File: src/rtl/sync_mod_updown_counter_pkg.sv
// Shared counter definitions: direction encoding and load clamping.
// Meant to be reused by the timer/divider blocks built on this counter.
package sync_mod_updown_counter_pkg;

  localparam logic DIR_UP   = 1'b1;
  localparam logic DIR_DOWN = 1'b0;

  // Widest counter the clamp helper supports; callers size the result down.
  localparam int CNT_MAX_W = 32;

  typedef logic [CNT_MAX_W-1:0] cnt_word_t;

  // Load values at or above the modulus saturate to the top count.
  function automatic cnt_word_t clamp_load(input cnt_word_t d, input cnt_word_t modulus);
    return (d < modulus) ? d : (modulus - cnt_word_t'(1));
  endfunction

endpackage

File: src/rtl/sync_mod_updown_counter_next_state.sv
// Combinational next-count, wrap flag and terminal-count decode.
module sync_mod_updown_counter_next_state
  import sync_mod_updown_counter_pkg::*;
#(
  parameter int WIDTH   = 4,
  parameter int MODULUS = 16
) (
  input  logic             i_clr,
  input  logic             i_e,
  input  logic             i_ld,
  input  logic             i_ud,
  input  logic [WIDTH-1:0] i_d,
  input  logic [WIDTH-1:0] i_q,
  output logic [WIDTH-1:0] o_q_nxt,
  output logic             o_wrap,
  output logic             o_tc
);

  // Top count; for MODULUS == 2**WIDTH this is all ones and wrap is natural overflow.
  localparam logic [WIDTH-1:0] MAX_Q = WIDTH'(MODULUS - 1);

  logic             w_at_top;
  logic             w_at_bot;
  logic [WIDTH-1:0] w_ld_val;

  assign w_at_top = (i_q == MAX_Q);
  assign w_at_bot = (i_q == '0);
  assign w_ld_val = WIDTH'(clamp_load(CNT_MAX_W'(i_d), CNT_MAX_W'(MODULUS)));

  // Cascade output: asserted when the coming edge will wrap this stage.
  assign o_tc = i_e & ~i_ld & ~i_clr &
                (((i_ud == DIR_UP) & w_at_top) | ((i_ud == DIR_DOWN) & w_at_bot));

  // Next count: load beats count beats hold; clear is applied by the register.
  always_comb begin
    o_q_nxt = i_q;
    o_wrap  = 1'b0;
    if (i_ld) begin
      o_q_nxt = w_ld_val;
    end else if (i_e) begin
      if (i_ud == DIR_UP) begin
        if (w_at_top) begin
          o_q_nxt = '0;
          o_wrap  = 1'b1;
        end else begin
          o_q_nxt = i_q + WIDTH'(1);
        end
      end else begin
        if (w_at_bot) begin
          o_q_nxt = MAX_Q;
          o_wrap  = 1'b1;
        end else begin
          o_q_nxt = i_q - WIDTH'(1);
        end
      end
    end
  end

endmodule

File: src/rtl/sync_mod_updown_counter.sv
// Modulo-N up/down counter with enable, parallel load and cascade outputs.
// Holds only the count and overflow-pulse registers; decode lives in next_state.
module sync_mod_updown_counter
  import sync_mod_updown_counter_pkg::*;
#(
  parameter int WIDTH   = 4,
  parameter int MODULUS = 16
) (
  input  logic             i_clk,
  input  logic             i_clr,
  input  logic             i_e,
  input  logic             i_ld,
  input  logic             i_ud,
  input  logic [WIDTH-1:0] i_d,
  output logic [WIDTH-1:0] o_q,
  output logic             o_tc,
  output logic             o_ovf
);

  // Reject moduli the counter cannot represent, and widths the clamp helper cannot hold.
  if (WIDTH < 1 || WIDTH > CNT_MAX_W - 2) begin : g_bad_width
    $error("sync_mod_updown_counter: WIDTH out of range");
  end
  if (MODULUS < 2 || longint'(MODULUS) > (longint'(1) << WIDTH)) begin : g_bad_mod
    $error("sync_mod_updown_counter: MODULUS must satisfy 2 <= MODULUS <= 2**WIDTH");
  end

  logic [WIDTH-1:0] r_q;
  logic             r_ovf;
  logic [WIDTH-1:0] w_q_nxt;
  logic             w_wrap;

  sync_mod_updown_counter_next_state #(
    .WIDTH  (WIDTH),
    .MODULUS(MODULUS)
  ) u_nxt (
    .i_clr  (i_clr),
    .i_e    (i_e),
    .i_ld   (i_ld),
    .i_ud   (i_ud),
    .i_d    (i_d),
    .i_q    (r_q),
    .o_q_nxt(w_q_nxt),
    .o_wrap (w_wrap),
    .o_tc   (o_tc)
  );

  // Count and one-cycle wrap pulse; clear overrides everything.
  always_ff @(posedge i_clk) begin
    if (i_clr) begin
      r_q   <= '0;
      r_ovf <= 1'b0;
    end else begin
      r_q   <= w_q_nxt;
      r_ovf <= w_wrap;
    end
  end

  assign o_q   = r_q;
  assign o_ovf = r_ovf;

endmodule

File: config.mk
export PLATFORM = sky130hd
export DESIGN_NAME = sync_mod_updown_counter
export DESIGN_NICKNAME = d
export VERILOG_FILES = /design/src/rtl/sync_mod_updown_counter_pkg.sv /design/src/rtl/sync_mod_updown_counter_next_state.sv /design/src/rtl/sync_mod_updown_counter.sv
export SDC_FILE = /design/constraint.sdc
export NUM_CORES = 1
export LEC_CHECK = 0
export ABC_CLOCK_PERIOD_IN_PS = 1400
export BUFFER_PORTS_ARGS = -buffer_cell sky130_fd_sc_hd__buf_2
export CAP_MARGIN = 30
export CORE_AREA = 2 2 39 41
export CTS_BUF_LIST = sky130_fd_sc_hd__clkbuf_4
export CTS_CLUSTER_DIAMETER = 60
export DETAILED_ROUTE_END_ITERATION = 8
export DIE_AREA = 0 0 41 43
export PLACE_DENSITY_LB_ADDON = 0.12
export SLEW_MARGIN = 0
export SYNTH_ARGS = -nofsm -noshare
export SYNTH_HDL_FRONTEND = slang
export SYNTH_SLANG_ARGS = --single-unit
File: constraint.sdc
create_clock -name i_clk -period 1.4 [get_ports i_clk]
set_input_delay 0.42 -clock i_clk [delete_from_list [all_inputs] [get_ports i_clk]]
set_output_delay 0.42 -clock i_clk [all_outputs]
set_load 0.02 [all_outputs]
==> results.yml, run 1 <==
routing:
  avgViaCountPerCell: 4.92
  antenna_left: 0
  first_pass_iters: 4
  vias: 472
  drt_wl_total_mm: 1.08
  dr.first_iter.drc_count: 3
  drc: 0
  drt-wirelength-per-cell_um: 11.2
min_path:
  hold_depth: 3
  min_from: "i_d[1]"
  hp-class: "in -> reg"
yosys:
  yosys_warnings: 0
  ys_seq_elements: 5
  syn_nets: 59
  synthTopCellsByArea: "dfxtp_1, a21oi_1, ha_1"
  yosysUniqueCellTypes: 27
  syn_area_um2: 384
  yosys.area.top_type: "dfxtp_1"
  yosysTopAreaCellShare: 0.261
  netlist_instances: 48
  syn_avg_cell_area_um2: 8.00
  synth-seq-area-share: 0.261
layout:
  n_fill_cell: 143
  antenna_cells: 0
  nets: 92
  drive_above_1_share: 0.650
  area_growth_pct: 76.5
  fin_area_um2: 678
  mostFrequentLayoutCell: "buf_4"
  mostFrequentLayoutCells: "buf_4, buf_2"
grt:
  antenna_found_initial: 0
  grt_pass1_vias: 437
  groute.usage.overall: 0.154
  grt.overflow.total: 0
  grt_first_pass_wirelength_mm: 1.78
  grt_max_degree: 8
setup_path:
  cp.arrival_ns: 1.35
  worstPathMaxFanout: 4
  start_kind: "flop"
  startpoint: "o_q[1]$_SDFFE_PP0P_"
  end_kind: "output pin"
  timing.rr.start: "o_q[0]$_SDFFE_PP0P_"
  path_class: "reg -> out"
  critical_path_required_ns: 0.98
  r2r_cells: 6
sta:
  fin_crit_sh: 1.27
  slew_headroom: 0.789
  hold_violations: 0
  worst_slack_ns: -0.371
  max_freq_ghz: 0.565
  tightest_slew_ns: 0.313
  layout_min_cycle_time_ns: 1.77
  setup_viol_count_final: 1
  finClkSkew_ns: 0.000467
  drv_slew: 0
  rsz0062_at_grt: "yes"
outcome:
  violations: "negative setup slack"
  status: "finished, violations left"
power:
  ir_drop_v: 0.000363
  p_total_mw: 0.566
  switching_share: 0.316
  combPwrFrac: 0.358
  clkPwrFrac: 0.340
  internal-power_mw: 0.387
  seq_power_share: 0.302
  power-per-cell-area_nw_per_um2: 834
  switching_power_mw: 0.179
  total_leakage_power_nw: 0.325
clock_tree:
  cts_buffers: 3
  cts_tree: "done"
  root_buffer: "clkbuf_4"
  clkTransAtPathRegs_ns: 0.04
  cts_buffer_depth: 2
  tritoncts_num_sinks: 5
  clk_latency_ns: 0.25
  holdBufCountCts: 0
  cts_max_level: 1
floorplan:
  die_area_um2: 1760
  fp.dieW_um: 41
  initial_core_util: 0.278
  io_pins: 15
  die_y_um: 43
  fp-row-count: 14
  core_um2: 1380
placement:
  hpwl_um: 820
  dpl-instance-area_um2: 588
  gp_congestion: 0.778
  portBuffers: 14
run:
  cap_violations: 0
sequential cells by signal, summed over array words and instances, names as in the netlist:
signal,cells
o_ovf,1
o_q,4
power by group through the flow:
stage	combinational, mW	sequential [mW]	clock, mW
CTS	0.200	0.171	0.194
floorplan	0.0856	0.183	0
global route	0.222	0.173	0.210
finish	0.203	0.171	0.192
global placement	0.182	0.168	0
detailed placement	0.181	0.167	0
logic make-up (layout without fill, tap and decap cells):
group                      Yosys count  after routing  synth area share
DFF                                  5              5             0.261
buffers and inverters                8             40             0.101
xor gates and xnor gates             2              2            0.0456
muxes                                1              1            0.0261
and+or+nand+nor                     13             13             0.182
AOI/OAI and AO/OA                   17             17             0.319
adders and majority gates            2              2            0.0651
metrics by stage:
stage / hold slack, ns / worst slack, ns / setup TNS, ns / utilization / instances
2_1_floorplan: 0.479 / -0.227 / -0.227 / - / 48
3_3_place_gp: 0.671 / -0.255 / -0.255 / 0.425 / 91
3_5_place_dp: 0.666 / -0.272 / -0.272 / 0.425 / 91
4_1_cts: 0.413 / -0.377 / -0.377 / 0.485 / 96
5_1_grt: 0.424 / -0.442 / -0.510 / 0.490 / 96
6_report: 0.415 / -0.371 / -0.371 / 0.490 / 96
cells in the mapped netlist:
cell and instances:
a31oi_1 2, a21oi_1 5, nor3_1 2, buf_6 1, mux2i_1 1, xor2_1 1
o31ai_1 1, inv_2 1, a211oi_2 1, o21ba_2 1, dfxtp_1 5, o21ai_0 2
a21o_1 1, a221oi_2 1, ha_1 2, nand2_1 4, xnor2_1 1, nand3_1 1
nand2b_4 1, o21ai_1 1, a41oi_1 1, and3_1 1, nor2_1 2, inv_1 5
nor4_1 2, a21oi_2 1, buf_2 1
cell type report:
type | instances | area (um2) | area share
multi-input combinational | 35 | 308 | 0.454
inverter | 6 | 22.5 | 0.0332
clock buffer | 4 | 30.0 | 0.0443
tap | 16 | 20.0 | 0.0295
sequential | 5 | 105 | 0.155
timing repair buffer | 30 | 193 | 0.284
worst max-delay path, cell delays in order, from the launching register on:
cell and delay, ns:
dfxtp_2 0.35, ha_1 0.18, and3_4 0.22, a21oi_4 0.06, nor4_4 0.12, buf_4 0.17
routing by layer:
metal | share of wire | vias to the layer above | track usage
li1 | - | 238 | -
met1 | 0.45 | 214 | 0.174
met2 | 0.47 | 15 | 0.225
met3 | 0.050 | 5 | 0.0628
met4 | 0.032 | 0 | 0.100
met5 | 0 | - | 0
timing repair:
action	in CTS	in global routing
endpoints found under the hold margin	0	0
pin swaps	1	0
gates resized for setup	12	1
setup buffers	1	0
setup endpoints to repair	1	3
path summary, 6_finish.rpt:
kind                                             to  slack, ns
worst max-delay path                           o_tc      -0.37
worst min-delay path            o_q[1]$_SDFFE_PP0P_       0.42
worst max register to register  o_q[3]$_SDFFE_PP0P_       0.08
worst min register to register  o_q[1]$_SDFFE_PP0P_       0.73
Note: power is estimated with default switching activity, not from simulation.
==> run 2, diff against run 1 <==
--- a/config.mk
+++ b/config.mk
@@ -14,6 +14,7 @@
 export DETAILED_ROUTE_END_ITERATION = 8
 export DIE_AREA = 0 0 41 43
 export PLACE_DENSITY_LB_ADDON = 0.12
+export RECOVER_POWER = 25
 export SLEW_MARGIN = 0
 export SYNTH_ARGS = -nofsm -noshare
 export SYNTH_HDL_FRONTEND = slang
==> run 2 against run 1 <==
- the run still ends with negative setup slack left
- hold slack stayed put
- routed wire length is 0.19% higher
- cell count stayed put
- non-clock buffer count stayed put
- combinational power hardly changed
- die area stayed put
- via count stayed put
- setup slack stayed put
- sequential power hardly changed
- sequential share of layout area hardly changed
- maximum frequency stayed put
- first-iteration DRC count stayed put
- critical path type unchanged
- critical endpoint unchanged
- highest routed layer unchanged
==> results.yml, run 2 (synthesis gave the netlist of run 1 again) <==
layout:
  mostFrequentLayoutCells: "buf_4, buf_2"
  mostFrequentLayoutCell: "buf_4"
  drive_above_1_share: 0.638
  antenna_cells: 0
  n_fill_cell: 144
  area_growth_pct: 76.2
  nets: 92
  seq_area_um2: 105
  multi_input_area_um2: 308
  largest_reg_flops: 4
placement:
  portBuffers: 14
  hpwl_um: 820
  gp_congestion: 0.778
  preCtsSetupSlack_ns: -0.272
grt:
  grt_pass1_vias: 437
  grt.overflow.total: 0
  antenna_found_initial: 0
  groute.usage.overall: 0.154
  grt_max_degree: 8
  grt_first_pass_wirelength_mm: 1.78
clock_tree:
  root_buffer: "clkbuf_4"
  cts_buffers: 3
  tritoncts_num_sinks: 5
  clk_latency_ns: 0.25
  cts_buffer_depth: 2
  cts_tree: "done"
  clkTransAtPathRegs_ns: 0.04
  holdBufCountCts: 0
  cts_max_level: 1
setup_path:
  crit_slowest_cell: "dfxtp_2"
  worstPathMaxFanout: 4
  start_kind: "flop"
  crit_chain: "ha_1, and3_4, a21oi_4, nor4_4, buf_4"
  critical_path_required_ns: 0.98
  timing.rr.start: "o_q[0]$_SDFFE_PP0P_"
  path_class: "reg -> out"
  worst_r2r_endpoint: "o_q[3]$_SDFFE_PP0P_"
  cp.arrival_ns: 1.35
  r2r_cells: 6
  startpoint: "o_q[1]$_SDFFE_PP0P_"
  r2r_slack_ns: 0.08
  cp_num_buf_inv: 1
  crit_cells: 5
  slowest_delay_ns: 0.35
  crit_family: "flip-flops"
  end_kind: "output pin"
  cp-endpoint: "o_tc"
sta:
  slew_headroom: 0.789
  drv_slew: 0
  finClkSkew_ns: 0.000467
  layout_min_cycle_time_ns: 1.77
  hold_violations: 0
  fin_crit_sh: 1.27
  tightest_slew_ns: 0.313
  finalSetupTns_ns: -0.371
  max_freq_ghz: 0.565
  worst_slack_ns: -0.371
  rsz0062_at_grt: "yes"
  setup_viol_count_final: 1
outcome:
  violations: "negative setup slack"
  status: "finished, violations left"
floorplan:
  io_pins: 15
  die_y_um: 43
  fp-row-count: 14
  core_um2: 1380
  die_area_um2: 1760
  fp.dieW_um: 41
  initial_core_util: 0.278
routing:
  drt-wirelength-per-cell_um: 11.3
  drt_wl_total_mm: 1.08
  first_pass_iters: 4
  antenna_left: 0
  dr.first_iter.drc_count: 3
  vias: 472
  avgViaCountPerCell: 4.92
  drc: 0
power:
  switching_power_mw: 0.179
  combPwrFrac: 0.358
  power-per-cell-area_nw_per_um2: 836
  seq_power_share: 0.302
  ir_drop_v: 0.000362
  clkPwrFrac: 0.340
  switching_share: 0.316
  total_leakage_power_nw: 0.321
  internal-power_mw: 0.387
min_path:
  hp-class: "in -> reg"
run:
  cap_violations: 0
[run 2: cell types whose count changed in the layout (fill, tap and decap cells not counted), sizes merged]
cell	delta
buf	-1
clkbuf	+1
[run 2: how the worst min path moves through the flow]
| stage | cells past startpoint | startpoint | slack (ns) | endpoint |
|---|---|---|---|---|
| finish | 3 | i_d[1] | 0.42 | o_q[1]$_SDFFE_PP0P_ |
| global route | 3 | i_d[0] | 0.42 | o_q[0]$_SDFFE_PP0P_ |
| CTS | 3 | i_d[1] | 0.41 | o_q[1]$_SDFFE_PP0P_ |
| detailed placement | 3 | i_d[1] | 0.67 | o_q[1]$_SDFFE_PP0P_ |
| global placement | 3 | i_d[1] | 0.67 | o_q[1]$_SDFFE_PP0P_ |
| floorplan | 1 | i_clr | 0.48 | o_q[0]$_SDFFE_PP0P_ |
[run 2: area by class of cell]
| class | instances | area share |
|---|---|---|
| Sequential cell | 5 | 0.155 |
| Clock buffer | 4 | 0.0444 |
| Inverter | 6 | 0.0333 |
| Tap cell | 16 | 0.0296 |
| Multi-Input combinational cell | 35 | 0.455 |
| Timing Repair Buffer | 30 | 0.283 |
[run 2: tightest hold or removal path, delay by kind of cell]
family                 cells  cell delay, ns
buffers and inverters      1            0.09
AND/OR/NAND/NOR            1            0.05
AO/OA/AOI/OAI              1            0.05
[run 2: power groups by stage]
stage	sequential, mW	combinational, mW	clock, mW
after floorplan	0.183	0.0856	0
after global placement	0.168	0.182	0
after detailed placement	0.167	0.181	0
after CTS	0.171	0.200	0.194
after global routing	0.173	0.222	0.210
final	0.171	0.202	0.192
[run 2: timing repair]
action,in CTS,in global routing
setup buffers,1,0
resized for setup,12,1
setup endpoints to repair,1,3
pin swaps,1,0
[run 2: through the flow]
stage | area (um2) | cells | hold WS [ns] | power, mW | util
after floorplan | 402 | 48 | 0.479 | 0.269 | -
after global placement | 588 | 91 | 0.671 | 0.350 | 0.425
after detailed placement | 588 | 91 | 0.666 | 0.348 | 0.425
after CTS | 671 | 96 | 0.413 | 0.565 | 0.485
after global routing | 677 | 96 | 0.424 | 0.604 | 0.489
final | 677 | 96 | 0.415 | 0.566 | 0.489
[run 2: routing by layer]
metal	GRT usage	part of all wire	vias to the layer above
met2	0.225	0.47	15
met5	0	0	-
met3	0.0628	0.051	5
met4	0.100	0.031	0
met1	0.174	0.45	214
li1	-	-	238
==> run 3, diff against run 2 <==
--- a/config.mk
+++ b/config.mk
@@ -5,16 +5,17 @@
 export SDC_FILE = /design/constraint.sdc
 export NUM_CORES = 1
 export LEC_CHECK = 0
-export ABC_CLOCK_PERIOD_IN_PS = 1400
+export ABC_CLOCK_PERIOD_IN_PS = 2200
 export BUFFER_PORTS_ARGS = -buffer_cell sky130_fd_sc_hd__buf_2
 export CAP_MARGIN = 30
-export CORE_AREA = 2 2 39 41
+export CORE_AREA = 8 8 45 47
 export CTS_BUF_LIST = sky130_fd_sc_hd__clkbuf_4
 export CTS_CLUSTER_DIAMETER = 60
 export DETAILED_ROUTE_END_ITERATION = 8
-export DIE_AREA = 0 0 41 43
+export DIE_AREA = 0 0 53 55
 export PLACE_DENSITY_LB_ADDON = 0.12
 export RECOVER_POWER = 25
+export SKIP_LAST_GASP = 1
 export SLEW_MARGIN = 0
 export SYNTH_ARGS = -nofsm -noshare
 export SYNTH_HDL_FRONTEND = slang
==> constraint.sdc (replaced) <==
create_clock -name i_clk -period 2.2 [get_ports i_clk]
set_input_delay 0.66 -clock i_clk [delete_from_list [all_inputs] [get_ports i_clk]]
set_output_delay 0.66 -clock i_clk [all_outputs]
set_load 0.02 [all_outputs]
==> run 3 against run 2 <==
- the run now ends clean
- cell count shrank 14%
- power shrank 43%
- hold slack gained 0.25 ns
- die area grew 65%
- sequential power shrank 35%
- highest routed layer unchanged
==> results.yml, run 3 (synthesis gave the netlist of run 1 again) <==
placement:
  gp_congestion: 0.737
  portBuffers: 14
  preCtsSetupSlack_ns: 0.0643
  hpwl_um: 819
routing:
  vias: 416
  avgViaCountPerCell: 5.01
  first_pass_iters: 2
  drc: 0
  drt_wl_total_mm: 1.03
  dr.first_iter.drc_count: 2
  antenna_left: 0
  drt-wirelength-per-cell_um: 12.4
floorplan:
  die_y_um: 55
  core_um2: 1380
  fp-row-count: 14
  io_pins: 15
  initial_core_util: 0.278
  die_area_um2: 2920
  fp.dieW_um: 53
clock_tree:
  clk_latency_ns: 0.24
  root_buffer: "clkbuf_4"
  cts_buffer_depth: 2
  tritoncts_num_sinks: 5
  cts_max_level: 1
  cts_buffers: 3
  post_cts_buffers: 0
  clkTransAtPathRegs_ns: 0.04
  cts_tree: "done"
setup_path:
  start_kind: "input port"
  critical_path_required_ns: 1.54
  crit_slowest_cell: "buf_4"
  timing.rr.start: "o_q[0]$_SDFFE_PP0P_"
  worstPathMaxFanout: 3
  path_class: "in -> out"
  crit_chain: "buf_2, nand2b_4, nor3_1, a21oi_1, nor4_2, buf_4"
  startpoint: "i_ud"
  cp_num_buf_inv: 2
  slowest_delay_ns: 0.18
  crit_family: "simple AND/OR/NAND/NOR gates"
  cp.arrival_ns: 1.45
  end_kind: "output pin"
sta:
  drv_slew: 0
  hold_violations: 0
  fin_crit_sh: 0.960
  rsz0062_at_grt: "no"
  worst_slack_ns: 0.0884
  slew_headroom: 0.798
  setup_viol_count_final: 0
  finClkSkew_ns: 0.00377
  layout_min_cycle_time_ns: 2.11
  finalSetupTns_ns: 0
  max_freq_ghz: 0.474
  tightest_slew_ns: 0.302
grt:
  grt.overflow.total: 0
  grt_max_degree: 10
  groute.usage.overall: 0.0808
  antenna_found_initial: 0
  grt_first_pass_wirelength_mm: 1.71
  grt_pass1_vias: 407
layout:
  n_fill_cell: 159
  mostFrequentLayoutCells: "buf_2, a21oi_1"
  area_growth_pct: 39.7
  largest_reg_flops: 4
  nets: 79
  drive_above_1_share: 0.478
  antenna_cells: 0
  mostFrequentLayoutCell: "buf_2"
power:
  power-per-cell-area_nw_per_um2: 596
  ir_drop_v: 0.000398
  total_leakage_power_nw: 0.258
  p_total_mw: 0.320
outcome:
  status: "finished, final reports clean"
run:
  cap_violations: 0
min_path:
  hp-class: "reg -> reg"
  min_from: "o_q[1]$_SDFFE_PP0P_"
run 3: changes by cell type in the layout (fill, tap and decap cells not counted), sizes merged:
cell,change
clkbuf,-1
buf,-12
run 3: through the flow:
step	utilization	hold WS [ns]	cells	area [um2]
after global placement	0.352	0.690	79	487
after CTS	0.375	0.655	83	519
after detailed placement	0.352	0.696	79	487
after global routing	0.388	0.668	83	537
after floorplan	-	0.713	48	390
final	0.388	0.665	83	537
run 3: worst paths after layout:
path	end	slack, ns	cells after the start
setup / recovery	o_tc	0.09	6
hold / removal	o_q[1]$_SDFFE_PP0P_	0.67	4
setup reg to reg	o_q[3]$_SDFFE_PP0P_	0.88	6
hold reg to reg	o_q[1]$_SDFFE_PP0P_	0.67	4
run 3: per-layer routing:
layer / GRT usage / vias to the layer above / share of wire
li1: - / 213 / -
met1: 0.0804 / 192 / 0.42
met2: 0.127 / 9 / 0.47
met3: 0.0561 / 2 / 0.099
met4: 0.0388 / 0 / 0.0097
met5: 0 / - / 0
run 3: power breakdown:
group	internal [mW]	switching, mW	total [mW]
Clock	0.0809	0.0380	0.119
Sequential	0.0979	0.0129	0.111
Combinational	0.0431	0.0472	0.0903
Total	0.222	0.0981	0.320
run 3: worst reg2reg max path: stages (launching register included):
cell     delay, ns
dfxtp_2       0.37
inv_1         0.09
ha_4          0.17
o21ba_2       0.22
nor2_1        0.03
o21ai_0       0.15
a41oi_1       0.14
run 3: repair_timing:
action	4_1_cts	5_1_grt
gates cloned	0	0
hold buffers	0	0
endpoints found under the hold margin	0	0
setup endpoints to repair	1	1
gates resized for setup	2	5
run 3: cell type report:
cell class              instances  area [um2]  share of cell area
multi-input cells              35         264               0.492
clock buffers                   4        30.0              0.0559
well taps                      16        20.0              0.0373
repair buffers                 17        95.1               0.177
inverters                       6        22.5              0.0420
flip-flops and latches          5         105               0.196
